## config.mk

```make
export PLATFORM = sky130hd
export DESIGN_NAME = qlearn_action_sched_flat
export DESIGN_NICKNAME = d
export VERILOG_FILES = /design/src/rtl/qlearn_pkg.sv /design/src/rtl/qlearn_action_sched_if.sv /design/src/rtl/qlearn_lfsr16.sv /design/src/rtl/qlearn_action_sched.sv /design/src/flat_wrapper.sv
export SDC_FILE = /design/constraint.sdc
export NUM_CORES = 1
export LEC_CHECK = 0
export CORE_ASPECT_RATIO = 0.6
export CORE_MARGIN = 2
export CORE_UTILIZATION = 36
export CTS_CLUSTER_DIAMETER = 40
export DETAILED_ROUTE_END_ITERATION = 6
export GPL_ROUTABILITY_DRIVEN = 0
export PLACE_DENSITY = 0.61
export REMOVE_ABC_BUFFERS = 1
export SLEW_MARGIN = 20
export SYNTH_ARGS = -nofsm -noshare
export SYNTH_HDL_FRONTEND = slang
export SYNTH_SLANG_ARGS = --single-unit
```

## constraint.sdc

```tcl
create_clock -name clk -period 4.2 [get_ports clk]
set_input_delay 1.05 -clock clk [delete_from_list [all_inputs] [get_ports clk]]
set_output_delay 1.05 -clock clk [all_outputs]
set_load 0.03 [all_outputs]
```

## src/rtl/qlearn_pkg.sv

```systemverilog
// Shared definitions for the Q-learning action scheduler: FSM states and LFSR constants.
package qlearn_pkg;

  typedef enum logic [1:0] {
    ST_IDLE  = 2'd0,
    ST_RUN   = 2'd1,
    ST_DRAIN = 2'd2,
    ST_DONE  = 2'd3
  } state_t;

  localparam logic [15:0] LFSR_POLY         = 16'hB400;
  localparam logic [15:0] LFSR_SEED_DEFAULT = 16'hACE1;

endpackage

```

## src/rtl/qlearn_action_sched_if.sv

```systemverilog
// Handshake/config bundle between the action scheduler (slave) and its controller/pipeline (master).
interface qlearn_action_sched_if #(
  parameter int ACT_W  = 3,
  parameter int FX_W   = 8,
  parameter int STEP_W = 16
);
  logic              cfg_we;
  logic [FX_W-1:0]   cfg_alpha;
  logic [FX_W-1:0]   cfg_gamma;
  logic [7:0]        cfg_eps;
  logic [STEP_W-1:0] num_steps;
  logic              start;
  logic              abort;
  logic              pipe_ready;
  logic [ACT_W-1:0]  greedy_action;
  logic [ACT_W-1:0]  action;
  logic              action_valid;
  logic [FX_W-1:0]   alpha;
  logic [FX_W-1:0]   gamma;
  logic              busy;
  logic              done;
  logic [STEP_W-1:0] step_count;

  modport master (
    output cfg_we, cfg_alpha, cfg_gamma, cfg_eps, num_steps, start, abort,
           pipe_ready, greedy_action,
    input  action, action_valid, alpha, gamma, busy, done, step_count
  );

  modport slave (
    input  cfg_we, cfg_alpha, cfg_gamma, cfg_eps, num_steps, start, abort,
           pipe_ready, greedy_action,
    output action, action_valid, alpha, gamma, busy, done, step_count
  );
endinterface

```

## src/rtl/qlearn_lfsr16.sv

```systemverilog
// 16-bit Galois LFSR (right-shifting, mask LFSR_POLY); advances once per enabled cycle.
module qlearn_lfsr16
  import qlearn_pkg::*;
#(
  parameter logic [15:0] SEED = LFSR_SEED_DEFAULT
) (
  input  logic        clk,
  input  logic        rst,
  input  logic        en,
  output logic [15:0] q
);

  always_ff @(posedge clk or negedge rst) begin
    if (!rst) begin
      q <= SEED;
    end else if (en) begin
      q <= {1'b0, q[15:1]} ^ (q[0] ? LFSR_POLY : '0);
    end
  end

endmodule

```

## src/rtl/qlearn_action_sched.sv

```systemverilog
// Episode scheduler issuing actions to a Q-learning update pipeline.
// Define QLEARN_EPS_GREEDY_EN for epsilon-greedy selection; otherwise selection is pure random.
module qlearn_action_sched
  import qlearn_pkg::*;
#(
  parameter int          ACT_W      = 3,
  parameter int          FX_W       = 8,
  parameter int          STEP_W     = 16,
  parameter int          PIPE_DEPTH = 4,
  parameter logic [15:0] LFSR_SEED  = LFSR_SEED_DEFAULT
) (
  input logic                  clk,
  input logic                  rst,
  qlearn_action_sched_if.slave sif
);

  localparam int DRAIN_W = (PIPE_DEPTH > 1) ? $clog2(PIPE_DEPTH) : 1;

  state_t              state, state_nxt;
  logic [FX_W-1:0]     alpha_q, gamma_q;
  logic [STEP_W-1:0]   target_q, step_q, step_inc;
  logic [DRAIN_W-1:0]  drain_q;
  logic [15:0]         lfsr_q;
  logic [ACT_W-1:0]    sel_action;
  logic                issue, start_ok, last_issue, drain_last;

  qlearn_lfsr16 #(.SEED(LFSR_SEED)) u_lfsr (
    .clk (clk),
    .rst (rst),
    .en  (issue),
    .q   (lfsr_q)
  );

`ifdef QLEARN_EPS_GREEDY_EN
  logic [7:0] eps_q;
  logic       unused_bits;

  always_ff @(posedge clk or negedge rst) begin
    if (!rst) begin
      eps_q <= '0;
    end else if (state == ST_IDLE && sif.cfg_we) begin
      eps_q <= sif.cfg_eps;
    end
  end

  // Explore when the LFSR high byte falls below eps, otherwise exploit.
  assign sel_action  = (lfsr_q[15:8] < eps_q) ? lfsr_q[ACT_W-1:0] : sif.greedy_action;
  assign unused_bits = ^lfsr_q;
`else
  logic unused_bits;

  assign sel_action  = lfsr_q[ACT_W-1:0];
  assign unused_bits = ^{lfsr_q, sif.cfg_eps, sif.greedy_action};
`endif

  assign step_inc   = step_q + STEP_W'(1);
  assign last_issue = (step_inc == target_q);
  assign drain_last = (drain_q == DRAIN_W'(PIPE_DEPTH - 1));
  assign start_ok   = (state == ST_IDLE) && sif.start && !sif.abort;

  // State register
  always_ff @(posedge clk or negedge rst) begin
    if (!rst) begin
      state <= ST_IDLE;
    end else begin
      state <= state_nxt;
    end
  end

  // Next-state logic
  always_comb begin
    state_nxt = state;
    case (state)
      ST_IDLE: begin
        if (start_ok) begin
          state_nxt = (sif.num_steps == '0) ? ST_DONE : ST_RUN;
        end
      end
      ST_RUN: begin
        if (sif.abort) begin
          state_nxt = ST_IDLE;
        end else if (issue && last_issue) begin
          state_nxt = ST_DRAIN;
        end
      end
      ST_DRAIN: begin
        if (sif.abort) begin
          state_nxt = ST_IDLE;
        end else if (drain_last) begin
          state_nxt = ST_DONE;
        end
      end
      ST_DONE: state_nxt = ST_IDLE;
      default: state_nxt = ST_IDLE;
    endcase
  end

  // Output logic
  always_comb begin
    issue            = (state == ST_RUN) && sif.pipe_ready && !sif.abort;
    sif.action_valid = issue;
    sif.action       = issue ? sel_action : '0;
    sif.busy         = (state == ST_RUN) || (state == ST_DRAIN);
    sif.done         = (state == ST_DONE) && !sif.abort;
  end

  // Datapath: coefficients, episode length, step and drain counters
  always_ff @(posedge clk or negedge rst) begin
    if (!rst) begin
      alpha_q  <= '0;
      gamma_q  <= '0;
      target_q <= '0;
      step_q   <= '0;
      drain_q  <= '0;
    end else begin
      if (state == ST_IDLE && sif.cfg_we) begin
        alpha_q <= sif.cfg_alpha;
        gamma_q <= sif.cfg_gamma;
      end
      if (start_ok) begin
        target_q <= sif.num_steps;
        step_q   <= '0;
      end else if (issue) begin
        step_q <= step_inc;
      end
      drain_q <= (state == ST_DRAIN) ? drain_q + DRAIN_W'(1) : '0;
    end
  end

  assign sif.alpha      = alpha_q;
  assign sif.gamma      = gamma_q;
  assign sif.step_count = step_q;

endmodule

```

## src/flat_wrapper.sv

```systemverilog
// flat-port wrapper written by rule: the top's interface ports become plain ports
module qlearn_action_sched_flat import qlearn_pkg::*;
#(
  parameter int          ACT_W      = 3,
  parameter int          FX_W       = 8,
  parameter int          STEP_W     = 16,
  parameter int          PIPE_DEPTH = 4,
  parameter logic [15:0] LFSR_SEED  = LFSR_SEED_DEFAULT
)
  (clk, rst, sif_cfg_we, sif_cfg_alpha, sif_cfg_gamma, sif_cfg_eps, sif_num_steps, sif_start, sif_abort, sif_pipe_ready, sif_greedy_action, sif_action, sif_action_valid, sif_alpha, sif_gamma, sif_busy, sif_done, sif_step_count);
  qlearn_action_sched_if #(.ACT_W(ACT_W), .FX_W(FX_W), .STEP_W(STEP_W)) sif_i ();
  input logic clk;
  input logic rst;
  input wire logic [$bits(sif_i.cfg_we)-1:0] sif_cfg_we;
  input wire logic [$bits(sif_i.cfg_alpha)-1:0] sif_cfg_alpha;
  input wire logic [$bits(sif_i.cfg_gamma)-1:0] sif_cfg_gamma;
  input wire logic [$bits(sif_i.cfg_eps)-1:0] sif_cfg_eps;
  input wire logic [$bits(sif_i.num_steps)-1:0] sif_num_steps;
  input wire logic [$bits(sif_i.start)-1:0] sif_start;
  input wire logic [$bits(sif_i.abort)-1:0] sif_abort;
  input wire logic [$bits(sif_i.pipe_ready)-1:0] sif_pipe_ready;
  input wire logic [$bits(sif_i.greedy_action)-1:0] sif_greedy_action;
  output wire logic [$bits(sif_i.action)-1:0] sif_action;
  output wire logic [$bits(sif_i.action_valid)-1:0] sif_action_valid;
  output wire logic [$bits(sif_i.alpha)-1:0] sif_alpha;
  output wire logic [$bits(sif_i.gamma)-1:0] sif_gamma;
  output wire logic [$bits(sif_i.busy)-1:0] sif_busy;
  output wire logic [$bits(sif_i.done)-1:0] sif_done;
  output wire logic [$bits(sif_i.step_count)-1:0] sif_step_count;
  assign sif_i.cfg_we = sif_cfg_we;
  assign sif_i.cfg_alpha = sif_cfg_alpha;
  assign sif_i.cfg_gamma = sif_cfg_gamma;
  assign sif_i.cfg_eps = sif_cfg_eps;
  assign sif_i.num_steps = sif_num_steps;
  assign sif_i.start = sif_start;
  assign sif_i.abort = sif_abort;
  assign sif_i.pipe_ready = sif_pipe_ready;
  assign sif_i.greedy_action = sif_greedy_action;
  assign sif_action = sif_i.action;
  assign sif_action_valid = sif_i.action_valid;
  assign sif_alpha = sif_i.alpha;
  assign sif_gamma = sif_i.gamma;
  assign sif_busy = sif_i.busy;
  assign sif_done = sif_i.done;
  assign sif_step_count = sif_i.step_count;
  qlearn_action_sched #(.ACT_W(ACT_W), .FX_W(FX_W), .STEP_W(STEP_W), .PIPE_DEPTH(PIPE_DEPTH), .LFSR_SEED(LFSR_SEED)) u_core (.clk(clk), .rst(rst), .sif(sif_i));
endmodule
```

; Word level (Yosys, flattened, before mapping)
; Index checks and enable logic that the tools add are counted.
; W data, S select, Z words.
[word_totals]
elab_cells = 43
output_inout_bits = 38
latchBits = 0
regBits = 68
mem_bits_rw = 0
n_memories = 0
inputBits = 49
rom_bits = 0
[op_classes]
magnitude_cmp = 0
n_mux = 12
bitwise = 1
n_shift = 0
eq_ne = 8
div_mod_pow = 0
n_mul = 0
n_addsub = 2
reduce_logical = 13
[op_table]
columns = op, n
row1 = $mux W16, 3
row2 = $add A16 B1 Y16 const B, 1
row3 = $eq A16 B16 Y1, 1
row4 = $logic_not A16 Y1, 1
row5 = $xor A15 B16 Y16, 1
row6 = $mux W2, 7
row7 = $pmux W2 S4, 1
row8 = $logic_and A1 B1 Y1, 7
row9 = $eq A2 B2 Y1 const B, 3
row10 = $ne A3 B2 Y1 const B, 2
row11 = $mux W3, 1
row12 = $reduce_and A3 Y1, 1
row13 = $add A2 B1 Y2 const B, 1
row14 = $eq A2 B1 Y1 const B, 1
row15 = $logic_not A2 Y1, 1
row16 = $ne A2 B1 Y1 const B, 1
row17 = $reduce_bool A2 Y1, 1
row18 = $logic_not A1 Y1, 1
row19 = $logic_or A1 B1 Y1, 1

; Longest topological paths before layout
; Gate-level depths: netlist (run 1).
[logic_depth]
ltp_word = 7
ltp_mapped = 10
mapped_depth_nobuf = 10

; Cells and area by module
; A second synthesis (run 1) with hierarchy kept.
[hier_totals]
hier_cells = 291
hier_area_um2 = 3433.3
[by_module_without_submodules]
columns = mod, seq_area_each_um2, instances, cells_per_inst, area_each_um2
row1 = qlearn_action_sched, 1301.2, 1, 251, 2777.7
row2 = qlearn_lfsr16, 410.4, 1, 40, 655.6

; Worst setup path after synthesis (run 1)
; Ideal clock, no wire load.
[synth_path]
kind = input to output
startpoint = in sif_abort
endpoint = out sif_action_valid
t_arrival_ps = 2095
path_stages = 5
t_required_ps = 3150
slack_ps = 1055
path_buffers = 2
path_cell_list = inv_2 > nand3_2 > inv_2 > clkbuf_1 > clkbuf_1
[synth_between]
elab_chain_len = 2
[synth_lines]
columns = element, line_no
row1 = "start, declared", flat_wrapper.sv:20  ; input wire logic [$bits(sif_i.abort)-1:0] sif_abort;
row2 = $logic_not A1 Y1, qlearn_action_sched.sv:100  ; issue = (state == ST_RUN) && sif.pipe_ready && !sif.abort;
row3 = $logic_and A1 B1 Y1, qlearn_action_sched.sv:100
row4 = "end, declared", flat_wrapper.sv:24  ; output wire logic [$bits(sif_i.action_valid)-1:0] sif_action_valid;
; Every way passes these cells.

; Worst setup path after layout (run 1)
; Same ends and word-level chain as after synthesis.

==> results of run 1 <==
## cells by family after synthesis
| logic type | share of synthesized area (%) |
|---|---|
| adder cells (fa/ha/maj) | 2.57 |
| AO/OA/AOI/OAI | 11.7 |
| buffers and inverters | 2.57 |
| XOR/XNOR | 5.65 |
| multiplexers | 11.4 |
| AND/OR/NAND/NOR | 16.0 |
| flip-flops | 50.2 |
## flip-flops by register name (all words and copies together) (netlist names)
register / cells
u_core.drain_q: 2
u_core.sif.alpha: 8
u_core.sif.gamma: 8
u_core.sif.step_count: 16
u_core.state: 2
u_core.target_q: 16
u_core.u_lfsr.q: 16
## metrics by stage
| stage | hold slack (ns) | setup WS (ns) |
|---|---|---|
| after global routing | 0.446 | 0.395 |
| after floorplan | 0.409 | 0.975 |
| after detailed placement | 0.425 | 0.477 |
| after global placement | 0.423 | 0.494 |
| after CTS | 0.441 | 0.479 |
| final | 0.439 | 0.478 |
## layer usage
metal | part of all wire (%) | vias to the layer above | routed length, µm | track usage (%)
met3 | 7.2 | 2 | 616 | 5.63
met2 | 42 | 88 | 3610 | 25.1
met1 | 50 | 1295 | 4290 | 26.8
li1 | - | 1306 | - | -
met4 | 0.47 | 0 | 40 | 5.48
met5 | 0 | - | 0 | 0
## cells in the final DEF, fill, tap and decap left out, drive strengths merged, types with 2 or more instances in the layout
| master | count |
|---|---|
| o41ai | 2 |
| nand3b | 2 |
| a21oi | 11 |
| and3 | 5 |
| a31oi | 4 |
| o211ai | 2 |
| nand4 | 3 |
| xnor2 | 14 |
| ha | 7 |
| and4 | 3 |
| mux2i | 3 |
| nand3 | 12 |
| buf | 8 |
| nor4 | 6 |
| nor2 | 12 |
| a21boi | 2 |
| or3 | 2 |
| o21ai | 21 |
| dfstp | 8 |
| o31ai | 6 |
| nor3 | 4 |
| nor2b | 3 |
| mux2 | 32 |
| clkbuf | 13 |
| dfrtp | 60 |
| inv | 7 |
| nor3b | 2 |
| clkdlybuf4s50 | 71 |
| xor2 | 8 |
| a21o | 6 |
| and2 | 5 |
| nand2 | 46 |
| or4b | 2 |
## power groups by stage
stage / clock network (µW) / logic (µW) / registers (µW)
global placement: 0 / 1060 / 1090
CTS: 823 / 1090 / 1090
floorplan: 0 / 537 / 1220
global route: 853 / 1170 / 1120
finish: 801 / 1080 / 1090
detailed placement: 0 / 1080 / 1100
## layout make-up
class	instances	area [µm²]	area share [%]
tap	130	163	3.53
timing repair buffer	79	768	16.7
clock inverter	3	42.5	0.924
clock buffer	13	280	6.09
sequential	68	1710	37.2
multi-input combinational	234	1610	35.0
inverter	7	26.3	0.571
## path summary, 6_finish.rpt
check	cells after the start	endpoint	slack, ns
min in group asynchronous	1	u_core.target_q[10]	0.70
max reg2reg	10	u_core.state[1]	1.40
min	1	u_core.drain_q[0]	0.44
max	5	sif_action_valid	0.48
max in group asynchronous	2	u_core.sif.step_count[6]	2.51
min reg2reg	1	u_core.drain_q[0]	0.44
==> run_results.csv, run 1 <==
group,metric,value,unit
die,initial_core_util,37.1,%
worst_setup_path,crit_buf_inv,4,
pwr,switching_share,34.3,%
die,die_x,130,µm
timing,period_needed,3.72,ns
route,first_iter_violations,241,
timing,final_hold_viol_count,0,
route,post_drt_wl_per_cell,16.0,µm
worst_setup_path,crit-reg2reg-launch,"u_core.state[1]",
synth,synth_edf_count,0,
outcome,status,"completed",
global_routing,grt_pass1_vias,2667,
synth,ys_seq_elements,68,
die,die_area,10300,µm²
finish,drive_gt1_share,16.8,%
route,drt_pass1_iterations,5,
place,placed_area,4280,µm²
synth,synth_seq_area_share,50.2,%
pwr,power,2970,µW
pwr,leakagePower,0.00196,µW
die,core_area,9190,µm²
timing,worstMarginPinSlew,0.920,ns
worst_setup_path,startpoint,"sif_abort",
finish,num-nets-final,455,
timing,rsz0062_at_grt,"false",
global_routing,grt_usage,18.1,%
die,rows,27,
pwr,pwr_density_cell,645,nW/µm²
clocking,cts_hold_repair.buffers,0,
synth,synth_area_per_cell,10.5,µm²
die,pin_count,87,
timing,fin_crit_sh,88.6,%
die,die_y,79.4,µm
global_routing,grt_max_degree,44,
clocking,cts_tree,"yes",
pwr,p_comb_share,36.2,%
synth,async_flop_share,100,%
pwr,clkPwrFrac,27.0,%
worst_setup_path,cp_cell_sequence,"clkdlybuf4s50_1 -> inv_2 -> nand3_2 -> inv_2 -> clkdlybuf4s50_1",
timing,slew_viol_final,0,
timing,setup_viol_count_final,0,
timing,slew_headroom,38.5,%
synth,yosys-top-cells-count,"dfrtp_1 (60), nand2_1 (46), mux2_2 (32), o21ai_0 (21), xnor2_1 (14)",
synth,synth.most_common_cell,"dfrtp_1",
timing,fmaxAchievable,0.269,GHz
place,post-place-cells,518,
clocking,clkTransAtPathRegs,0.06,ns
clocking,post_cts_buffers,0,
global_routing,grt_overflow_total,0,
route,drc,0,
pwr,p_seq_share,36.8,%
clocking,cts_inserted_buffers,9,
route,vias,2691,
clocking,insertion_delay,0.33,ns
finish,syn_to_final_growth,34.9,%
synth,synth_cells,324,
worst_setup_path,max_stage_delay,0.71,ns
synth,ys_warn_count,0,
synth,yosys_most_used_dff,"dfrtp_1",
clocking,clock_sinks,68,
global_routing,grt_first_pass_wirelength,14000,µm
worst_setup_path,cp_max_fo,12,
worst_setup_path,critPathRequiredTime,3.15,ns
place,io_buffers,75,
global_routing,antenna_found_initial,0,
timing,fin_setup_tns,0,ns
flow_run,drv_cap,0,
clocking,cts_resized,0,
worst_setup_path,crit_arrival,2.67,ns
worst_setup_path,start_kind,"primary input",
route,final_antenna_net_count,0,
finish,fillers,833,
synth,synth_top_area_cell,"dfrtp_1",
pwr,power.switching,1020,µW
clocking,cts_max_level,3,
synth,synthesis.area,3410,µm²
worst_setup_path,cp_top_family,"buffers and inverters",
synth,ys_top_cells_by_area,"dfrtp_1 (44%), mux2_2 (11%), dfstp_2 (6.2%)",
pwr,internal_power,1950,µW
worst_setup_path,endpoint_kind,"output pin",
worst_setup_path,path_class,"primary input to output pin",
worst_hold_path,worstHoldStart,"u_core.drain_q[0]",
clocking,root_buffer,"clkbuf_16",
synth,ys_types,44,
timing,finalClockSkew,0.00474,ns
clocking,cts_buffer_depth,2,
finish,num_antenna_cells,0,
worst_hold_path,hold_class,"register to register",
synth,synth_top_area_share,44.0,%
worst_setup_path,cpMaxStageDelayCell,"clkdlybuf4s50_1",
finish,final_area,4600,µm²
place,post-dp-hpwl,6140,µm
pwr,ir_worst_vdd,0.412,mV
route,viasPerCell,5.04,
finish,post-route-util,50.1,%
finish,fin_cells,534,
route,wirelength,8560,µm
Power figures use the tool's default switching activity.
==> run 2, diff against run 1 <==
--- a/config.mk
+++ b/config.mk
@@ -7,11 +7,11 @@
 export LEC_CHECK = 0
 export CORE_ASPECT_RATIO = 0.6
 export CORE_MARGIN = 2
-export CORE_UTILIZATION = 36
+export CORE_UTILIZATION = 40
 export CTS_CLUSTER_DIAMETER = 40
 export DETAILED_ROUTE_END_ITERATION = 6
 export GPL_ROUTABILITY_DRIVEN = 0
-export PLACE_DENSITY = 0.61
+export PLACE_DENSITY = 0.66
 export REMOVE_ABC_BUFFERS = 1
 export SLEW_MARGIN = 20
 export SYNTH_ARGS = -nofsm -noshare
==> run 2 against run 1 <==
Clock power decreased by 14%. Cell area decreased by 1.5%. Clock-buffer cell count unchanged. Register-to-register slack improved by 0.11 ns. Hold slack got worse by 0.0094 ns. Worst setup slack improved by 0.013 ns. Largest cell class unchanged.
==> run_results.csv, run 2 (synthesis results as in run 1) <==
group,metric,value,unit
outcome,status,"completed",
route,wl_met1,3990,µm
clocking,cts_tree,"yes",
worst_setup_path,cp_max_fo,12,
route,drc,0,
global_routing,grt_pass1_vias,2516,
clocking,cts_resized,0,
global_routing,grt_first_pass_wirelength,13000,µm
finish,final_common_cell,"clkdlybuf4s50_1",
route,post_drt_wl_per_cell,15.8,µm
worst_setup_path,start_kind,"primary input",
route,final_antenna_net_count,0,
finish,drive_gt1_share,16.3,%
timing,setup_viol_count_final,0,
clocking,cts_inserted_buffers,9,
timing,finalClockSkew,0.00462,ns
timing,rsz0062_at_grt,"false",
finish,multiInputGateArea,1610,µm²
finish,seq_area,1710,µm²
die,initial_core_util,40.7,%
finish,num_antenna_cells,0,
flow_run,drv_cap,0,
pwr,pwr_density_cell,628,nW/µm²
route,route.met3.wl,659,µm
global_routing,grt_usage,18.8,%
route,dr_wl_met2,3400,µm
worst_setup_path,crit_arrival,2.66,ns
die,core_area,8390,µm²
finish,final_cell_mix,"clkdlybuf4s50_1 (71), dfrtp_1 (60), nand2_1 (46), mux2_2 (32), o21ai_0 (21)",
place,io_buffers,75,
timing,fmaxAchievable,0.270,GHz
place,post-dp-hpwl,5990,µm
route,maxUsedRoutingLayer,"met4",
global_routing,antenna_found_initial,0,
route,first_iter_violations,193,
clocking,cts_hold_repair.buffers,0,
finish,final_area,4540,µm²
timing,slew_viol_final,0,
pwr,leakagePower,0.00195,µW
clocking,clkTransAtPathRegs,0.05,ns
timing,fin_setup_tns,0,ns
die,pin_count,87,
finish,num-nets-final,456,
global_routing,grt_overflow_total,0,
die,rows,26,
timing,period_needed,3.71,ns
timing,worstMarginPinSlew,0.884,ns
die,die_y,75.5,µm
worst_setup_path,endpoint_kind,"output pin",
place,placed_area,4270,µm²
clocking,root_buffer,"clkbuf_16",
clocking,post_cts_buffers,0,
pwr,ir_worst_vdd,0.421,mV
timing,slew_headroom,41.1,%
finish,syn_to_final_growth,33.0,%
die,die_x,123,µm
clocking,cts_max_level,3,
worst_setup_path,critPathRequiredTime,3.15,ns
route,viasPerCell,5.21,
route,vias,2690,
worst_setup_path,path_class,"primary input to output pin",
clocking,cts_buffer_depth,2,
clocking,clock_sinks,68,
finish,fillers,746,
worst_hold_path,hold_class,"register to register",
die,die_area,9310,µm²
global_routing,grt_max_degree,32,
clocking,insertion_delay,0.32,ns
timing,final_hold_viol_count,0,
route,drt_pass1_iterations,5,
timing,fin_crit_sh,88.3,%
route,wirelength,8140,µm
[run 2: changes by cell type in the layout (fill, tap and decap cells not counted), sizes merged]
cell	previous run	this run
buf	8	9
bufinv	1	0
clkinv	1	2
clkinvlp	1	0
[run 2: path summary, 6_finish.rpt]
path	startpoint	to	slack (ns)	cells after the start
max in group asynchronous	rst	u_core.target_q[13]	2.61	2
worst max register to register	u_core.state[1]	u_core.state[1]	1.51	10
worst max-delay path	sif_abort	sif_action_valid	0.49	5
min in group asynchronous	rst	u_core.target_q[11]	0.75	1
worst min-delay path	u_core.drain_q[0]	u_core.drain_q[0]	0.43	1
worst min register to register	u_core.drain_q[0]	u_core.drain_q[0]	0.43	1
[run 2: final cells by class]
| type | count | area share [%] |
|---|---|---|
| clock inverters | 2 | 0.221 |
| well taps | 112 | 3.09 |
| inverters | 7 | 0.579 |
| multi-input cells | 234 | 35.5 |
| flip-flops and latches | 68 | 37.7 |
| repair buffers | 80 | 17.1 |
| clock buffers | 13 | 5.74 |
[run 2: per-layer routing]
layer / global-route usage, % / up-vias
li1: - / 1303
met1: 28.3 / 1295
met2: 24.8 / 83
met3: 6.59 / 9
met4: 6.06 / 0
met5: 0 / -
[run 2: critical path: stages]
cell and delay (ns):
clkdlybuf4s50_1 0.48, inv_2 0.14, nand3_2 0.10, inv_2 0.18
clkdlybuf4s50_1 0.71
[run 2: metrics by stage]
step           hold WS (ns)  instances  utilization, %  power (µW)  setup slack (ns)
2_1_floorplan         0.409        309               -        1760             0.975
3_3_place_gp          0.424        501            50.8        2140             0.504
3_5_place_dp          0.427        501            50.8        2170             0.488
4_1_cts               0.435        516            54.1        2870             0.489
5_1_grt               0.472        516            54.1        3020             0.406
6_report              0.430        516            54.1        2850             0.491
[run 2: power by group]
part	switching (µW)	leakage [µW]	internal, µW	total (µW)
clock	259	0.000135	426	685
sequential	186	0.000841	907	1090
combinational	548	0.000969	521	1070
==> run 3, diff against run 2 <==
--- a/config.mk
+++ b/config.mk
@@ -7,13 +7,12 @@
 export LEC_CHECK = 0
 export CORE_ASPECT_RATIO = 0.6
 export CORE_MARGIN = 2
-export CORE_UTILIZATION = 40
+export CORE_UTILIZATION = 48
 export CTS_CLUSTER_DIAMETER = 40
 export DETAILED_ROUTE_END_ITERATION = 6
 export GPL_ROUTABILITY_DRIVEN = 0
-export PLACE_DENSITY = 0.66
+export PLACE_DENSITY = 0.78
 export REMOVE_ABC_BUFFERS = 1
-export SLEW_MARGIN = 20
 export SYNTH_ARGS = -nofsm -noshare
 export SYNTH_HDL_FRONTEND = slang
 export SYNTH_SLANG_ARGS = --single-unit
==> run 3 against run 2 <==
Power up 2.4%. Register-to-register slack worse by 0.11 ns. Flip-flop and latch count unchanged. Clock skew up 0.0018 ns. Clock-buffer cell count down 4. Sequential power about the same. Die area down 16%. Critical path type unchanged. Critical endpoint unchanged. Highest routed layer unchanged.
==> run_results.csv, run 3 (synthesis results as in run 1) <==
group,metric,value,unit
die,die_x,113,µm
worst_hold_path,worstHoldStart,"u_core.drain_q[0]",
worst_setup_path,endpoint_kind,"output pin",
finish,final_cell_mix,"clkdlybuf4s50_1 (71), dfrtp_1 (60), nand2_1 (46), mux2_2 (32), o21ai_0 (21)",
finish,syn_to_final_growth,33.0,%
pwr,pwr_density_cell,643,nW/µm²
clocking,cts_hold_repair.buffers,0,
timing,worstMarginPinSlew,0.864,ns
clocking,clkTransAtPathRegs,0.05,ns
worst_setup_path,cp_max_fo,14,
finish,drive_gt1_share,17.0,%
flow_run,drv_cap,0,
finish,fillers,511,
timing,fmaxAchievable,0.269,GHz
die,die_y,69.3,µm
die,rows,23,
die,core_area,6760,µm²
timing,rsz0062_at_grt,"false",
clocking,insertion_delay,0.34,ns
route,drt_pass1_iterations,5,
place,io_buffers,75,
global_routing,grt_overflow_total,0,
finish,num_antenna_cells,0,
route,final_antenna_net_count,0,
pwr,leakagePower,0.00195,µW
route,viasPerCell,5.57,
finish,num-nets-final,456,
clocking,cts_max_level,3,
place,post-dp-hpwl,5840,µm
global_routing,grt_max_degree,27,
worst_setup_path,crit-reg2reg-launch,"u_core.state[1]",
global_routing,grt_first_pass_wirelength,13100,µm
route,wirelength,7950,µm
clocking,cts_resized,0,
finish,final_area,4540,µm²
clocking,root_buffer,"clkbuf_16",
global_routing,antenna_found_initial,0,
worst_setup_path,crit_arrival,2.67,ns
finish,fin_cells,492,
timing,fin_setup_tns,0,ns
clocking,cts_tree,"yes",
timing,fin_crit_sh,88.5,%
timing,setup_ws,0.482,ns
timing,setup_viol_count_final,0,
worst_setup_path,critPathRequiredTime,3.15,ns
clocking,clock_sinks,68,
timing,finalClockSkew,0.00646,ns
pwr,ir_worst_vdd,0.416,mV
worst_setup_path,start_kind,"primary input",
worst_setup_path,startpoint,"sif_abort",
route,vias,2740,
route,first_iter_violations,166,
outcome,status,"completed",
timing,slew_viol_final,0,
finish,final_common_cell,"clkdlybuf4s50_1",
timing,period_needed,3.72,ns
die,pin_count,87,
route,post_drt_wl_per_cell,16.1,µm
clocking,cts_buffer_depth,2,
timing,final_hold_viol_count,0,
place,post-place-cells,476,
timing,slew_headroom,42.4,%
global_routing,grt_usage,21.3,%
clocking,cts_inserted_buffers,9,
clocking,post_cts_buffers,0,
worst_hold_path,hold_class,"register to register",
route,drc,0,
global_routing,grt_pass1_vias,2548,
pwr,power,2920,µW
place,dp_slack,0.478,ns
place,placed_area,4240,µm²
die,initial_core_util,50.5,%
die,die_area,7820,µm²
worst_setup_path,path_class,"primary input to output pin",
-- run 3: cell types whose count changed in the layout (fill, tap and decap cells not counted) --
cell / previous run / this run
bufinv_16: 0 / 1
clkbuf_8: 2 / 0
clkinv_4: 0 / 2
clkinvlp_4: 0 / 2
clkbuf_1: 2 / 0
clkinv_2: 2 / 1
inv_6: 0 / 1
-- run 3: area by class of cell --
| type | count | area [µm²] | area share (%) |
|---|---|---|---|
| Clock buffer | 9 | 225 | 4.96 |
| Clock inverter | 7 | 76.3 | 1.68 |
| Inverter | 7 | 26.3 | 0.579 |
| Multi-Input combinational cell | 234 | 1610 | 35.5 |
| Sequential cell | 68 | 1710 | 37.7 |
| Tap cell | 87 | 109 | 2.40 |
| Timing Repair Buffer | 80 | 776 | 17.1 |
-- run 3: critical path, stage by stage --
cell,delay [ns]
clkdlybuf4s50_1,0.48
inv_2,0.14
nand3_2,0.10
inv_2,0.19
clkdlybuf4s50_1,0.71
-- run 3: metal layers --
metal	global-route usage, %	up-vias	part of all wire (%)
li1	-	1305	-
met1	32.1	1316	47
met2	29.1	112	43
met3	6.82	7	9.1
met4	6.91	0	1.0
met5	0	-	0
-- run 3: report_power, final --
group          switching, µW  internal (µW)  leakage [µW]
Sequential               193            907      0.000841
Clock                    289            462      0.000142
Combinational            544            521      0.000969
Total                   1030           1890       0.00195
-- run 3: metrics by stage --
step	utilization [%]	hold slack [ns]
2_1_floorplan	-	0.409
3_3_place_gp	62.6	0.425
3_5_place_dp	62.6	0.432
4_1_cts	67.1	0.438
5_1_grt	67.1	0.462
6_report	67.1	0.435
-- run 3: final timing paths --
check / to / slack [ns] / cells past startpoint
hold reg to reg: u_core.drain_q[0] / 0.44 / 1
setup / recovery: sif_action_valid / 0.48 / 5
min in group asynchronous: u_core.sif.step_count[12] / 0.69 / 1
hold / removal: u_core.drain_q[0] / 0.44 / 1
setup reg to reg: u_core.state[1] / 1.40 / 10
max in group asynchronous: u_core.u_lfsr.q[15] / 2.75 / 2
